### src/rtl/apb_write_pkg.sv
`default_nettype none
// ============================================================================
//  Module   : apb_write_pkg
//  Purpose  : Shared types and helpers for the APB write requester path.
//  Revision : 1.0  initial release
// ============================================================================
package apb_write_pkg;

  // Default APB address and data widths
  localparam int APB_ADDR_W_DEF = 32;
  localparam int APB_DATA_W_DEF = 32;

  // Requester transfer phases
  typedef enum logic [1:0] {
    IDLE   = 2'd0,
    SETUP  = 2'd1,
    ACCESS = 2'd2
  } apb_wr_state_e;

  // Width needed to count 0..timeout; never narrower than one bit
  function automatic int wait_cnt_width(input int timeout);
    if (timeout < 1) begin
      return 1;
    end
    return ($clog2(timeout + 1) < 1) ? 1 : $clog2(timeout + 1);
  endfunction

endpackage : apb_write_pkg
`default_nettype wire

### src/rtl/apb_wait_timer.sv
`default_nettype none
// ============================================================================
//  Module   : apb_wait_timer
//  Purpose  : Saturating responder wait-state counter. Flags when TIMEOUT
//             wait cycles have been counted. TIMEOUT of 0 never expires.
//  Revision : 1.0  initial release
// ============================================================================
module apb_wait_timer
  import apb_write_pkg::*;
#(
  parameter int TIMEOUT = 16
) (
  input  logic clk,
  input  logic rst,
  input  logic clear,
  input  logic tick,
  output logic expired
);

  localparam int            CNT_W = wait_cnt_width(TIMEOUT);
  localparam logic [CNT_W-1:0] LIMIT = CNT_W'(TIMEOUT);
  localparam logic [CNT_W-1:0] SAT   = {CNT_W{1'b1}};

  logic [CNT_W-1:0] count_q;
  logic [CNT_W-1:0] count_d;

  // Next count: clear wins, otherwise count ticks and hold at all-ones
  always_comb begin
    count_d = count_q;
    if (clear) begin
      count_d = '0;
    end else if (tick && (count_q != SAT)) begin
      count_d = count_q + CNT_W'(1);
    end
  end

  // Counter register
  always_ff @(posedge clk or posedge rst) begin
    if (rst) begin
      count_q <= '0;
    end else begin
      count_q <= count_d;
    end
  end

  assign expired = (TIMEOUT != 0) && (count_q == LIMIT);

endmodule : apb_wait_timer
`default_nettype wire

### src/rtl/apb_write_master.sv
`default_nettype none
// ============================================================================
//  Module   : apb_write_master
//  Purpose  : APB write requester. Accepts one word-write command at a time
//             on a valid/ready port, runs SETUP/ACCESS on APB, tolerates
//             responder wait states and aborts after TIMEOUT waits.
//  Revision : 1.0  initial release
// ============================================================================
module apb_write_master
  import apb_write_pkg::*;
#(
  parameter int ADDR_W  = APB_ADDR_W_DEF,
  parameter int DATA_W  = APB_DATA_W_DEF,
  parameter int TIMEOUT = 16
) (
  input  logic              PCLK,
  input  logic              PRESET,
  input  logic              req_valid,
  output logic              req_ready,
  input  logic [ADDR_W-1:0] req_addr,
  input  logic [DATA_W-1:0] req_data,
  output logic              done,
  output logic              err,
  output logic              PSEL,
  output logic              PENABLE,
  output logic              PWRITE,
  output logic [ADDR_W-1:0] PADDR,
  output logic [DATA_W-1:0] PWDATA,
  input  logic              PREADY
);

  apb_wr_state_e     state_q,     state_d;
  logic              req_ready_q, req_ready_d;
  logic              done_q,      done_d;
  logic              err_q,       err_d;
  logic              psel_q,      psel_d;
  logic              penable_q,   penable_d;
  logic              pwrite_q,    pwrite_d;
  logic [ADDR_W-1:0] paddr_q,     paddr_d;
  logic [DATA_W-1:0] pwdata_q,    pwdata_d;

  logic              timer_clear;
  logic              timer_tick;
  logic              timer_expired;
  logic [ADDR_W-1:0] addr_aligned;

  // APB only carries whole words here, so the byte offset is dropped
  assign addr_aligned = req_addr & ~ADDR_W'(3);

  apb_wait_timer #(
    .TIMEOUT (TIMEOUT)
  ) u_wait_timer (
    .clk     (PCLK),
    .rst     (PRESET),
    .clear   (timer_clear),
    .tick    (timer_tick),
    .expired (timer_expired)
  );

  // Next-state and next-output decode; outputs follow the state being entered
  always_comb begin
    state_d     = state_q;
    paddr_d     = paddr_q;
    pwdata_d    = pwdata_q;
    done_d      = 1'b0;
    err_d       = 1'b0;
    timer_clear = 1'b0;
    timer_tick  = 1'b0;

    case (state_q)
      IDLE: begin
        if (req_valid && req_ready_q) begin
          paddr_d     = addr_aligned;
          pwdata_d    = req_data;
          timer_clear = 1'b1;
          state_d     = SETUP;
        end
      end
      SETUP: begin
        state_d = ACCESS;
      end
      ACCESS: begin
        // A completing responder beats a simultaneous timeout
        if (PREADY) begin
          done_d  = 1'b1;
          state_d = IDLE;
        end else if (timer_expired) begin
          err_d   = 1'b1;
          state_d = IDLE;
        end else begin
          timer_tick = 1'b1;
        end
      end
      default: begin
        state_d = IDLE;
      end
    endcase

    psel_d      = (state_d != IDLE);
    penable_d   = (state_d == ACCESS);
    pwrite_d    = psel_d;
    req_ready_d = (state_d == IDLE);
  end

  // State and registered outputs; reset drops the bus and loses any command
  always_ff @(posedge PCLK or posedge PRESET) begin
    if (PRESET) begin
      state_q     <= IDLE;
      req_ready_q <= 1'b0;
      done_q      <= 1'b0;
      err_q       <= 1'b0;
      psel_q      <= 1'b0;
      penable_q   <= 1'b0;
      pwrite_q    <= 1'b0;
      paddr_q     <= '0;
      pwdata_q    <= '0;
    end else begin
      state_q     <= state_d;
      req_ready_q <= req_ready_d;
      done_q      <= done_d;
      err_q       <= err_d;
      psel_q      <= psel_d;
      penable_q   <= penable_d;
      pwrite_q    <= pwrite_d;
      paddr_q     <= paddr_d;
      pwdata_q    <= pwdata_d;
    end
  end

  assign req_ready = req_ready_q;
  assign done      = done_q;
  assign err       = err_q;
  assign PSEL      = psel_q;
  assign PENABLE   = penable_q;
  assign PWRITE    = pwrite_q;
  assign PADDR     = paddr_q;
  assign PWDATA    = pwdata_q;

endmodule : apb_write_master
`default_nettype wire

### config.mk
export PLATFORM = sky130hd
export DESIGN_NAME = apb_write_master
export DESIGN_NICKNAME = d
export VERILOG_FILES = /design/src/rtl/apb_write_pkg.sv /design/src/rtl/apb_wait_timer.sv /design/src/rtl/apb_write_master.sv
export SDC_FILE = /design/constraint.sdc
export NUM_CORES = 1
export LEC_CHECK = 0
export CAP_MARGIN = 15
export CELL_PAD_IN_SITES_DETAIL_PLACEMENT = 1
export CELL_PAD_IN_SITES_GLOBAL_PLACEMENT = 1
export CORE_AREA = 2 2 98 100
export CTS_CLUSTER_SIZE = 25
export DETAILED_ROUTE_END_ITERATION = 10
export DIE_AREA = 0 0 100 102
export PLACE_DENSITY = 0.94
export REMOVE_ABC_BUFFERS = 1
export SLEW_MARGIN = 10
export SYNTH_ARGS = -nofsm -noshare
export SYNTH_HDL_FRONTEND = slang
export SYNTH_HIERARCHICAL = 1
export SYNTH_SLANG_ARGS = --single-unit
### constraint.sdc
create_clock -name PCLK -period 7.05 [get_ports PCLK]
set_input_delay 1.41 -clock PCLK [delete_from_list [all_inputs] [get_ports PCLK]]
set_output_delay 1.41 -clock PCLK [all_outputs]
set_load 0.03 [all_outputs]
==> impl_metrics.tcl <==
set metrics [dict create \
    hp-class "flop to flop" \
    drtIter0Drc 33 \
    synth_simple_gate_area_share_pct 3.91 \
    grt_pass1_vias 2270 \
    fin_setup_tns_ns 0 \
    ys_seq_elements 74 \
    syn_avg_cell_area_um2 17.7 \
    hpwl_mm 5.76 \
    cts_inserted_buffers 9 \
    cts_resized 0 \
    clk_pin_slew_ns 0.08 \
    slowest_delay_ns 0.77 \
    intPower_mw 1.57 \
    cts_root_buf "clkbuf_8" \
    synth_top_family_by_area "multiplexers" \
    maxCapViolCount 0 \
    ir_drop_v 0.000234 \
    reg2reg_setup_slack_ns 4.38 \
    synth_top_flop_cell "dfrtp_1" \
    final_util_pct 52.5 \
    holdPathEnd "PWDATA[27]" \
    reg2reg_to "u_wait_timer/count_q[3]" \
    switching_share_pct 37.9 \
    cts.sinks 74 \
    cp_top_family "buffers and inverters" \
    cts_buffer_depth 2 \
    path_cells "clkdlybuf4s50_1, and4bb_4, buf_4, mux2_2" \
    fmax_ghz 0.284 \
    worst_slew_pin_slew_ns 1.04 \
    synthAdderAreaFrac_pct 1.17 \
    grt_antenna_before_repair 0 \
    synth_mux_area_share_pct 29.8 \
    area_growth_pct 49.4 \
    routedWlPerCell_um 18.3 \
    crit_slowest_cell "and4bb_4" \
    initial_core_util_pct 35.2 \
    track_usage_pct 15.6 \
    grt_pass1_wl_mm 12.2 \
    grt_start_max_net_pins 70 \
    wirelength_mm 7.94 \
    die_width_um 100 \
    nNetsFinal 389 \
    ys_async_sr_fraction_pct 100 \
    numPortBuffers 133 \
    reg2reg_from "u_wait_timer/count_q[0]" \
    ys_types 26 \
    cp-start-kind "input pin" \
    drtPass1Iterations 4 \
    pin_count 138 \
    leakage_nw 2.12 \
    clk_latency_ns 0.34 \
    critPathKind "input pin to flop" \
    cp.arrival_ns 3.75 \
    min_period_over_period_pct 50.0 \
    synth_edf_count 0 \
    finClkSkew_ns 0.0164 \
    stdcell_area_um2 4780 \
    power.density_nw_per_um2 528 \
    min_period_ns 3.52 \
    cts_hold_buf 0 \
    hp-start "PWDATA[27]" \
    dieArea_um2 10200 \
    antenna_cells 0 \
    drv_slew 0 \
    switchingPower_mw 0.958 \
    relSlewSlack_pct 29.9 \
    num_vias 1977 \
    hold_violations 0 \
    ant_nets 0 \
    drive_gt1_share_pct 27.2 \
    cts_tree "done" \
    netlist_area_um2 3200 \
    gp_congestion 0.679 \
    outcome "finished clean" \
    via_per_inst 4.56 \
    h-tree-depth 3 \
    synth-compound-area-share_pct 1.21 \
    cp.required_ns 7.28 \
    synth_cells 181 \
    synthXorXnorAreaFrac_pct 0.547 \
    critPathBufInv 2 \
    dpl-instance-area_um2 4540 \
    reg2reg_depth 7 \
    rsz0062_at_grt "no" \
    min_path_cells 1 \
    coreArea_um2 9110 \
    drc 0 \
    fp.dieH_um 102 \
    grt-ovfl-total 0 \
    rows 35 \
    cp-end-kind "flop" \
    cts_setup_buffers 0 \
    combPwrFrac_pct 54.3 \
    p_clk_share_pct 15.8 \
    cp_max_fo 37 \
    setup_violations 0 \
    finalPower_mw 2.52 \
    pwr-share-seq_pct 29.9 \
    yosys_warnings 6 \
    yosysSeqAreaShare_pct 57.8 \
]
[metal layers]
layer  track usage (%)  part of all wire, %  vias to the layer above
met4              5.48                  1.2                        0
met1              17.6                   39                      992
met2              28.8                   54                       78
met3              3.90                  5.9                       13
li1                  -                    -                      894
met5                 0                    0                        -
[power by group through the flow]
stage	registers, mW	logic, mW	clock network (mW)
2_1_floorplan	1.13	0.498	0
3_3_place_gp	0.742	1.35	0
3_5_place_dp	0.765	1.38	0
4_1_cts	0.758	1.39	0.415
5_1_grt	0.780	1.43	0.428
6_report	0.754	1.37	0.400
[synth_stat cells (all sizes together) (2+ instances only)]
library cell | number | area, um2
dfrtp | 74 | 1850
inv | 5 | 18.8
nor4b | 2 | 17.5
buf | 10 | 154
and4bb | 2 | 25.0
mux2 | 63 | 935
ha | 3 | 37.5
mux2i | 2 | 20.0
a21o | 4 | 33.8
nor2 | 5 | 18.8
nor2b | 2 | 20.0
[cells by family (layout without fill, tap and decap cells)]
family | Yosys count | after routing
AO/OA/AOI/OAI | 5 | 5
XOR/XNOR | 2 | 2
adder cells (fa/ha/maj) | 3 | 3
buffers and inverters | 15 | 156
flip-flops | 74 | 74
multiplexers | 65 | 65
other | 1 | 2
AND/OR/NAND/NOR | 16 | 16
[worst reg2reg max path, delay by kind of cell, from the launching register on]
kind	cells	cell delay, ns
buffers and inverters	1	0.06
adder cells (fa/ha/maj)	1	0.19
flip-flops	1	0.42
multiplexers	1	0.31
AND/OR/NAND/NOR	4	1.58
[registers in the layout, indices dropped and copies added, names as in the netlist]
register / flops
u_wait_timer/count_q: 5
err: 1
state_q: 2
PWRITE: 1
PENABLE: 1
done: 1
req_ready: 1
PADDR: 30
PWDATA: 32
[cells in the final DEF (no fill, tap or decap), drive strengths merged]
| cell type | n |
|---|---|
| clkdlybuf4s50 | 133 |
| ha | 3 |
| nor2 | 5 |
| inv | 6 |
| nand3b | 1 |
| a21o | 4 |
| nor4bb | 1 |
| mux2i | 2 |
| clkbuf | 10 |
| bufinv | 3 |
| and3 | 1 |
| clkinvlp | 2 |
| nand4 | 1 |
| nor2b | 2 |
| xnor2 | 1 |
| xor2 | 1 |
| nor4b | 2 |
| nor3b | 1 |
| buf | 2 |
| and4bb | 2 |
| a21oi | 1 |
| dfrtp | 74 |
| mux2 | 63 |
| conb | 2 |
[layout make-up]
cell class | count | area (um2)
tap | 111 | 139
sequential | 74 | 1850
inverter | 5 | 18.8
multi-input combinational | 93 | 1180
clock buffer | 10 | 128
timing repair buffer | 135 | 1350
fill | 901 | 4330
clock inverter | 6 | 114
[how the worst max path moves through the flow]
stage	startpoint	end	slack (ns)	cells after the start
2_1_floorplan	req_valid	PADDR[10]	2.59	2
3_3_place_gp	req_valid	PADDR[11]	3.22	4
3_5_place_dp	req_valid	PADDR[11]	3.16	4
4_1_cts	req_valid	PADDR[11]	3.53	4
5_1_grt	req_valid	PADDR[11]	3.45	4
6_report	req_valid	PADDR[11]	3.53	4
[through the flow]
step | instances | hold WS [ns] | setup slack (ns)
after floorplan | 172 | 0.506 | 2.59
after global placement | 418 | 0.489 | 3.22
after detailed placement | 418 | 0.493 | 3.16
after CTS | 434 | 0.517 | 3.53
after global routing | 434 | 0.521 | 3.45
final | 434 | 0.512 | 3.53
Note: power is estimated with default switching activity, not from simulation.
